===== config.mk =====
export PLATFORM = sky130hd
export DESIGN_NAME = node_link_adapter
export DESIGN_NICKNAME = d
export VERILOG_FILES = /design/src/rtl/noc_pkg.sv /design/src/rtl/link_fifo.sv /design/src/rtl/node_link_adapter.sv
export SDC_FILE = /design/constraint.sdc
export NUM_CORES = 1
export LEC_CHECK = 0
export BUFFER_PORTS_ARGS = -buffer_cell sky130_fd_sc_hd__buf_2
export CORE_MARGIN = 2
export CORE_UTILIZATION = 56
export CTS_CLUSTER_DIAMETER = 30
export DETAILED_ROUTE_END_ITERATION = 16
export GPL_ROUTABILITY_DRIVEN = 0
export HOLD_SLACK_MARGIN = 0.03
export PLACE_DENSITY = 0.78
export SYNTH_ARGS = -nofsm -noshare
export SYNTH_HDL_FRONTEND = slang
export SYNTH_SLANG_ARGS = --single-unit

===== constraint.sdc =====
create_clock -name clk -period 2.76 [get_ports clk]
set_input_delay 0.69 -clock clk [delete_from_list [all_inputs] [get_ports clk]]
set_output_delay 0.69 -clock clk [all_outputs]
set_load 0.01 [all_outputs]

===== src/rtl/noc_pkg.sv =====
// noc_pkg: shared constants and types for the node link blocks.
//   FLIT_W              default flit width in bits
//   DEFAULT_DEPTH       default ingress buffer depth
//   DEFAULT_FULL_MARGIN default free entries kept back after backpressure rises
//   flit_t              one flit at the default width
package noc_pkg;

    localparam int FLIT_W              = 16;
    localparam int DEFAULT_DEPTH       = 4;
    localparam int DEFAULT_FULL_MARGIN = 1;

    typedef logic [FLIT_W-1:0] flit_t;

endpackage


===== src/rtl/link_fifo.sv =====
// link_fifo: DEPTH-entry FIFO storage with wrapping pointers and an entry count.
// DEPTH need not be a power of two.
//   clk, rst_n  clock, async active-low reset (pointers and count only)
//   push, wdata write wdata at the tail this cycle
//   pop         retire the head entry this cycle
//   rdata       head entry, all-zeros while empty
//   count       stored-entry count
// The caller guarantees no push when full without a same-cycle pop and no
// pop when empty.
module link_fifo #(
    parameter int WIDTH = 16,
    parameter int DEPTH = 4
) (
    input  logic                       clk,
    input  logic                       rst_n,
    input  logic                       push,
    input  logic                       pop,
    input  logic [WIDTH-1:0]           wdata,
    output logic [WIDTH-1:0]           rdata,
    output logic [$clog2(DEPTH+1)-1:0] count
);

    localparam int PTR_W = $clog2(DEPTH);
    localparam int CNT_W = $clog2(DEPTH+1);

    localparam logic [PTR_W-1:0] PTR_LAST = PTR_W'(DEPTH - 1);
    localparam logic [PTR_W-1:0] PTR_ONE  = PTR_W'(1);
    localparam logic [CNT_W-1:0] CNT_ONE  = CNT_W'(1);

    logic [WIDTH-1:0] mem [DEPTH];
    logic [PTR_W-1:0] wr_ptr;
    logic [PTR_W-1:0] rd_ptr;

    // Storage is never cleared; the count alone decides what is valid.
    always_ff @(posedge clk) begin
        if (push) mem[wr_ptr] <= wdata;
    end

    always_ff @(posedge clk or negedge rst_n) begin
        if (!rst_n) begin
            wr_ptr <= '0;
            rd_ptr <= '0;
            count  <= '0;
        end else begin
            if (push) wr_ptr <= (wr_ptr == PTR_LAST) ? '0 : wr_ptr + PTR_ONE;
            if (pop)  rd_ptr <= (rd_ptr == PTR_LAST) ? '0 : rd_ptr + PTR_ONE;
            case ({push, pop})
                2'b10:   count <= count + CNT_ONE;
                2'b01:   count <= count - CNT_ONE;
                default: count <= count;
            endcase
        end
    end

    // When full, a same-cycle push lands on the head slot; the head is read
    // combinationally before that edge, so the popped flit is not disturbed.
    assign rdata = (count != '0) ? mem[rd_ptr] : '0;

endmodule


===== src/rtl/node_link_adapter.sv =====
// node_link_adapter: ingress FIFO between an upstream and downstream flat link.
//   clk, rst_n       clock, async active-low reset
//   receiving_data   upstream flit valid
//   data_in          upstream flit
//   buffer_full_out  registered backpressure to upstream
//   sending_data     downstream flit valid (combinational)
//   data_out         head flit, zero while empty
//   buffer_full_in   downstream backpressure; only gates popping
//   occupancy        stored-entry count
//   overflow         sticky: a flit was dropped on a full buffer
module node_link_adapter
    import noc_pkg::*;
#(
    parameter int DATA_WIDTH  = FLIT_W,
    parameter int DEPTH       = DEFAULT_DEPTH,
    parameter int FULL_MARGIN = DEFAULT_FULL_MARGIN
) (
    input  logic                       clk,
    input  logic                       rst_n,
    input  logic                       receiving_data,
    input  logic [DATA_WIDTH-1:0]      data_in,
    output logic                       buffer_full_out,
    output logic                       sending_data,
    output logic [DATA_WIDTH-1:0]      data_out,
    input  logic                       buffer_full_in,
    output logic [$clog2(DEPTH+1)-1:0] occupancy,
    output logic                       overflow
);

    localparam int CNT_W = $clog2(DEPTH+1);

    localparam logic [CNT_W-1:0] DEPTH_C  = CNT_W'(DEPTH);
    localparam logic [CNT_W-1:0] THRESH_C = CNT_W'(DEPTH - FULL_MARGIN);
    localparam logic [CNT_W-1:0] CNT_ONE  = CNT_W'(1);

    if (DEPTH < 2 || DEPTH > 64) begin : g_bad_depth
        $error("node_link_adapter: DEPTH must be 2..64");
    end
    if (FULL_MARGIN < 0 || FULL_MARGIN > DEPTH - 1) begin : g_bad_margin
        $error("node_link_adapter: FULL_MARGIN must be 0..DEPTH-1");
    end

    logic             push;
    logic             pop;
    logic             drop;
    logic [CNT_W-1:0] occ_next;

    // Pop whenever something is stored and downstream is not stalling.
    assign pop          = (occupancy != '0) && !buffer_full_in;
    assign sending_data = pop;
    // A full buffer still accepts when the head leaves in the same cycle.
    assign push         = receiving_data && ((occupancy < DEPTH_C) || pop);
    assign drop         = receiving_data && !push;

    always_comb begin
        occ_next = occupancy;
        if (push && !pop)      occ_next = occupancy + CNT_ONE;
        else if (pop && !push) occ_next = occupancy - CNT_ONE;
    end

    always_ff @(posedge clk or negedge rst_n) begin
        if (!rst_n) begin
            buffer_full_out <= 1'b0;
            overflow        <= 1'b0;
        end else begin
            buffer_full_out <= (occ_next >= THRESH_C);
            if (drop) overflow <= 1'b1;
        end
    end

    link_fifo #(
        .WIDTH (DATA_WIDTH),
        .DEPTH (DEPTH)
    ) u_fifo (
        .clk   (clk),
        .rst_n (rst_n),
        .push  (push),
        .pop   (pop),
        .wdata (data_in),
        .rdata (data_out),
        .count (occupancy)
    );

endmodule

# After elaboration in Yosys (flattened, before gate mapping)
# Memory sizes are Yosys's and may differ from the RTL's.
# Index checks and enable logic that the tools add are counted.
# totals
ff_bits	9
mem_count	1
out_inout_bits	22
ram_bits	64
# memory_table
name	depth	word_bits	rd	rd_ports_with_merged_regs	write_ports	line	text
u_fifo.mem	4	16	1	0	1	link_fifo.sv:30	logic [WIDTH-1:0] mem [DEPTH];
# op_classes
n_mux	8
n_lt_le_gt_ge	2
addsub	4
reduce_logical	11
eq_ne	4
# op_table
cell	count
2-to-1 mux 16 bit	1
== test 2 bit (second input constant)	3
2-to-1 mux 3 bit	2
case mux 3 bit (2 select lines)	1
logical AND 1 bit	5
adder 2 x 1 -> 2 bit (second input constant)	2
2-to-1 mux 2 bit	2
adder 3 x 1 -> 3 bit (second input constant)	1
greater-or-equal comparator 3 x 2 -> 1 bit (second input constant)	1
logical NOT 1 bit	3
less-than comparator 3 bit (second input constant)	1
nonzero test 3 bit	1
subtractor 3 x 1 -> 3 bit (second input constant)	1
== test 2 x 1 -> 1 bit (second input constant)	1
2-to-1 mux 1 bit	2
nonzero test 2 bit	1
logical OR 1 bit	1

# Depth between registers and ports, before layout
# depth
depth_word	9
mapped_depth	9

# Modules after synthesis
# A second synthesis with hierarchy kept.
# hier_totals
hier_cells	162
hier_area_um2	3103.0
# by_module_without_submodules
mod	area_each_um2	cells_each	n_inst
link_fifo	2880.3	138	1
node_link_adapter	222.7	24	1

# Least setup slack after synthesis
# No wires, ideal clock.
# synth_path
path_kind	register to register
start	reg u_fifo.count[0]
end	reg buffer_full_out
t_required_ns	2.623
arrival_time_ns	2.296
synth_period_minus_slack_ns	2.433
setup_ns	0.137
slack_ns	0.327
path_stages_with_launch	10
path_cell_list	dfrtp_1 -> inv_1 -> ha_1 -> nor2b_2 -> nor2_1 -> ha_1 -> inv_1 -> ha_1 -> a2111oi_0 -> nor3b_1
# synth_between
elab_chain_len	9
# synth_rtl
item	line	text
from (decl)	link_fifo.sv:20	output logic [$clog2(DEPTH+1)-1:0] count
from (signal assigned)	link_fifo.sv:48	2'b10: count <= count + CNT_ONE;
from (signal assigned)	link_fifo.sv:49	2'b01: count <= count - CNT_ONE;
from (signal assigned)	link_fifo.sv:50	default: count <= count;
nonzero test 3 bit *	node_link_adapter.sv:49	assign pop = (occupancy != '0) && !buffer_full_in;
logical AND 1 bit *	node_link_adapter.sv:49	
named net sending_data	node_link_adapter.sv:23	output logic sending_data,
logical OR 1 bit	node_link_adapter.sv:52	assign push = receiving_data && ((occupancy < DEPTH_C) || pop);
logical AND 1 bit	node_link_adapter.sv:52	
logical NOT 1 bit	node_link_adapter.sv:58	else if (pop && !push) occ_next = occupancy - CNT_ONE;
logical AND 1 bit	node_link_adapter.sv:58	
2-to-1 mux 3 bit	node_link_adapter.sv:58	
2-to-1 mux 3 bit *	node_link_adapter.sv:57	if (push && !pop) occ_next = occupancy + CNT_ONE;
greater-or-equal comparator 3 x 2 -> 1 bit *	node_link_adapter.sv:66	buffer_full_out <= (occ_next >= THRESH_C);
to (signal assigned)	node_link_adapter.sv:66	
to (decl)	node_link_adapter.sv:22	output logic buffer_full_out,
# Mark *: on every way through the listed nets, which the timed path passes. The rest lies on a longest branch.
# A chain may end at the register's enable or synchronous reset.

# Final worst setup path
# layout_path
start	reg u_fifo.rd_ptr[1]
end	out data_out[8]
# layout_between
elab_chain_len	2
# layout_rtl
item	line	text
from (decl)	link_fifo.sv:32	logic [PTR_W-1:0] rd_ptr;
from (signal assigned)	link_fifo.sv:46	if (pop) rd_ptr <= (rd_ptr == PTR_LAST) ? '0 : rd_ptr + PTR_ONE;
memory (4 x 16 bit)	--	
2-to-1 mux 16 bit	link_fifo.sv:57	assign rdata = (count != '0) ? mem[rd_ptr] : '0;
to (decl)	node_link_adapter.sv:24	output logic [DATA_WIDTH-1:0] data_out,
# Every way passes these cells.

==> summary.md <==
Net count reported at finish: 251. The final hold violation count was 0; the area of the die was 6040 µm². Dividing the synthesized area by the synthesized cell count gives 18.6 µm².

The tools report the global routing usage summed across all routing layers as 19.3%. The kind of end point of the critical path was an output port. The tools report the number of slew-limit violations in the final report as 0. The clock network burns 21.2% of the power. The worst setup path is launched from a flip-flop. The CTS clock-pin slew for the worst setup and hold paths is 0.07 ns. Count of H-tree levels built during CTS: 3. The class of the worst hold path is in -> async. The logs give 28 for the number of distinct library cells after synthesis and 0 for the number of warnings issued by yosys. The critical path goes through mux4_2 > nor2b_1 > buf_2. Of the available clock period, the critical path in the final layout requires 94.2%.

From bottom edge to top edge, the die measures 77.7 µm. The run gives 0 as the initial antenna violation count. The floorplan row count is 26.

In this run the register-to-register setup slack is 0.42 ns. After detailed routing, the number of vias per cell comes to 5.49. The logs give 0.34 ns for the clock network latency to the later pin of the worst-skew pair and 0.194 ns for the worst hold-check slack. The number of vias after detailed routing was 1,609. Setup violations remaining at the end of the flow were counted as 0. The number of sinks on the clock net came out at 73. The sequential share of power was 42.8%. Fraction of layout cells with a size suffix above 1: 38.1%. The tools report the CTS root buffer as clkbuf_8. Post-CTS timing repair inserted 0 buffers for setup. The logs give 2.07 ns for the worst endpoint required time and 2 for the number of buffers between clock root and the deepest sink.

The first TritonRoute pass finished after 4 iterations. The cell area that synthesis handed to floorplanning was 3040 µm². Summing all multi-input logic gate instances after layout gives 825 µm². The number of global-route vias before repair is 1,736, and the quantity of gates resized following cts is 0.

The total congestion overflow was 0. In this run the horizontal extent of the chip is 77.7 µm. The first global-routing pass estimated 8480 µm of wire.

The violation count after the first detailed-routing iteration was 93; the worst voltage drop across the vdd grid was 0.552 mV. Counting every net in the synthesized netlist gives 196. Registers take 2150 µm². Combinational cells account for 36.0% of the total power. TritonCTS built the clock tree. After filler insertion, the fill cell instance count of the layout stands at 333.

The analysis attributes to cell leakage a power of 1.34 nW. TritonCTS created 9 clock buffers. Sequential elements use 70.6% of the synthesized area. Internal power comes to 2.52 mW.

The run gives 58.8% as the starting utilization of the core area. For the finished layout, the period the worst path requires is 2.60 ns. Data on the critical path arrives at its endpoint at 1.91 ns. Entering global routing, the biggest net connects 19 pins. The tools report the remaining routing DRC violations as 0. Setup repair after global routing left no endpoint under its margin. The flow ran to the end, and the final reports show no timing, DRC or antenna violations. The master of the slowest instance on the critical path was dfrtp_1. The tools report the worst slew slack as a fraction of its limit as 47.6%. After detailed routing, the average wire length per cell comes to 17.8 µm. Net switching is 31.8% of the power. The slew at the pin closest to its max-slew limit was 0.786 ns; the worst setup skew after layout was 0.00564 ns. In this run the remaining antenna-violating nets after routing total 0. For this block, the routed nets add up to 5220 µm of wire. In this run, synthesis produced a sequential element count of 73. Adding up every negative setup slack in the final design gives 0 ns. The classification of the worst setup path was reg -> out. The count of input and output buffers works out to 41. Placeable core area: 5170 µm². After technology mapping, the gate count stands at 164.

For the HPWL after detailed placement, the log shows 3530 µm. For this run, the top clock speed supported by timing is 384 MHz. Relative to the synthesized area, the layout overhead comes to 16.6%. In this run, post-CTS hold repair placed 0 buffers. In this run the worst path has a maximum fanout of 18.

On the worst path, the slowest cell contributes a delay of 0.86 ns. The power spent charging and discharging nets came out at 1.17 mW. Max-cap violations in this run came to 0. In this run the power density over the cells is 1040 nW/µm².

In this run the count of I/O pins placed on the die edge is 42. The number of antenna diodes in the final layout is 0.
## final timing paths
| kind | startpoint | endpoint | cells after the start |
|---|---|---|---|
| setup / recovery | u_fifo.rd_ptr[1] | data_out[8] | 3 |
| hold / removal | rst_n | u_fifo.count[2] | 1 |
| setup reg to reg | u_fifo.count[0] | buffer_full_out | 9 |
| hold reg to reg | overflow | overflow | 1 |
| max in group asynchronous | rst_n | u_fifo.wr_ptr[0] | 1 |
| min in group clk | overflow | overflow | 1 |
## final cells by class
| cell class | instances | area share [%] |
|---|---|---|
| Sequential cell | 73 | 60.5 |
| Multi-Input combinational cell | 77 | 23.2 |
| Clock inverter | 5 | 1.62 |
| Clock buffer | 10 | 3.60 |
| Inverter | 8 | 0.847 |
| Tap cell | 70 | 2.47 |
| Timing Repair Buffer | 50 | 7.69 |
## cell families after synthesis
logic type               share of synthesized area [%]
flip-flops                                        70.6
XOR/XNOR                                         0.576
buffers and inverters                             2.34
multiplexers                                      12.9
adder cells (fa/ha/maj)                           4.93
AND/OR/NAND/NOR                                   6.37
AO/OA/AOI/OAI                                     2.30
## metrics by stage
step                power (mW)  instances  cell area [µm²]  worst slack [ns]  utilization [%]
global route              3.92        293             3550            0.0675             68.6
global placement          2.88        278             3360             0.532             65.0
floorplan                 2.49        164             3040             0.327                -
CTS                       3.73        293             3550             0.137             68.6
detailed placement        2.95        278             3360             0.461             65.0
finish                    3.69        293             3550             0.159             68.6
## sequential cells by signal, summed over array words and instances (netlist names)
name / count
u_fifo.mem: 64
overflow: 1
u_fifo.rd_ptr: 2
buffer_full_out: 1
u_fifo.wr_ptr: 2
u_fifo.count: 3
## critical path, delay by kind of cell, from the launching register on
kind / cells / cell delay, ns
flops: 1 / 0.86
buf+inv: 1 / 0.15
simple gates: 1 / 0.16
mux: 1 / 0.41
## cells in the final DEF, fill, tap and decap left out
cell type / instances
a2111oi_0: 1
a211oi_1: 1
a21boi_1: 1
a21oi_1: 1
a221oi_1: 1
a31o_2: 1
and2_1: 5
buf_2: 41
buf_4: 9
bufinv_16: 1
clkbuf_1: 1
clkbuf_8: 9
clkinv_2: 2
clkinv_4: 2
dfrtp_1: 9
edfxtp_1: 64
ha_1: 12
inv_1: 8
mux2_2: 2
mux2i_1: 1
mux4_2: 16
nand2_1: 4
nand2b_1: 1
nor2_1: 5
nor2b_1: 16
nor2b_2: 1
nor3b_1: 1
o21ai_0: 3
o221ai_1: 1
or2_2: 1
xnor2_1: 1
xor2_1: 1
## synthesized netlist by cell type (all sizes together)
cell / instances / share of area [%]
a31o: 1 / 0.29
a21boi: 1 / 0.25
nor2b: 17 / 3.6
and2: 5 / 1.0
a221oi: 1 / 0.29
mux2: 2 / 0.74
mux4: 16 / 12
o221ai: 1 / 0.29
buf: 5 / 1.2
a211oi: 1 / 0.25
a2111oi: 1 / 0.29
o21ai: 3 / 0.49
inv: 8 / 0.99
nand2b: 1 / 0.21
edfxtp: 64 / 63
nor2: 5 / 0.62
ha: 12 / 4.9
nor3b: 1 / 0.25
a21oi: 1 / 0.16
nand2: 4 / 0.49
dfrtp: 9 / 7.4
xor2: 1 / 0.29
mux2i: 1 / 0.33
clkbuf: 1 / 0.12
xnor2: 1 / 0.29
or2: 1 / 0.21
## layer usage
layer / global-route usage (%) / share of wire (%) / up-vias / wire, µm
li1: - / - / 739 / -
met1: 23.2 / 40 / 812 / 2100
met2: 32.3 / 53 / 48 / 2780
met3: 4.77 / 4.6 / 10 / 239
met4: 10.2 / 2.0 / 0 / 105
met5: 0 / 0 / - / 0
## power groups by stage
stage | clock network (mW) | logic, mW | registers, mW
2_1_floorplan | 0 | 0.964 | 1.53
3_3_place_gp | 0 | 1.29 | 1.58
3_5_place_dp | 0 | 1.34 | 1.61
4_1_cts | 0.797 | 1.35 | 1.58
5_1_grt | 0.842 | 1.47 | 1.61
6_report | 0.781 | 1.33 | 1.58
(Power assumes the default switching activity.)
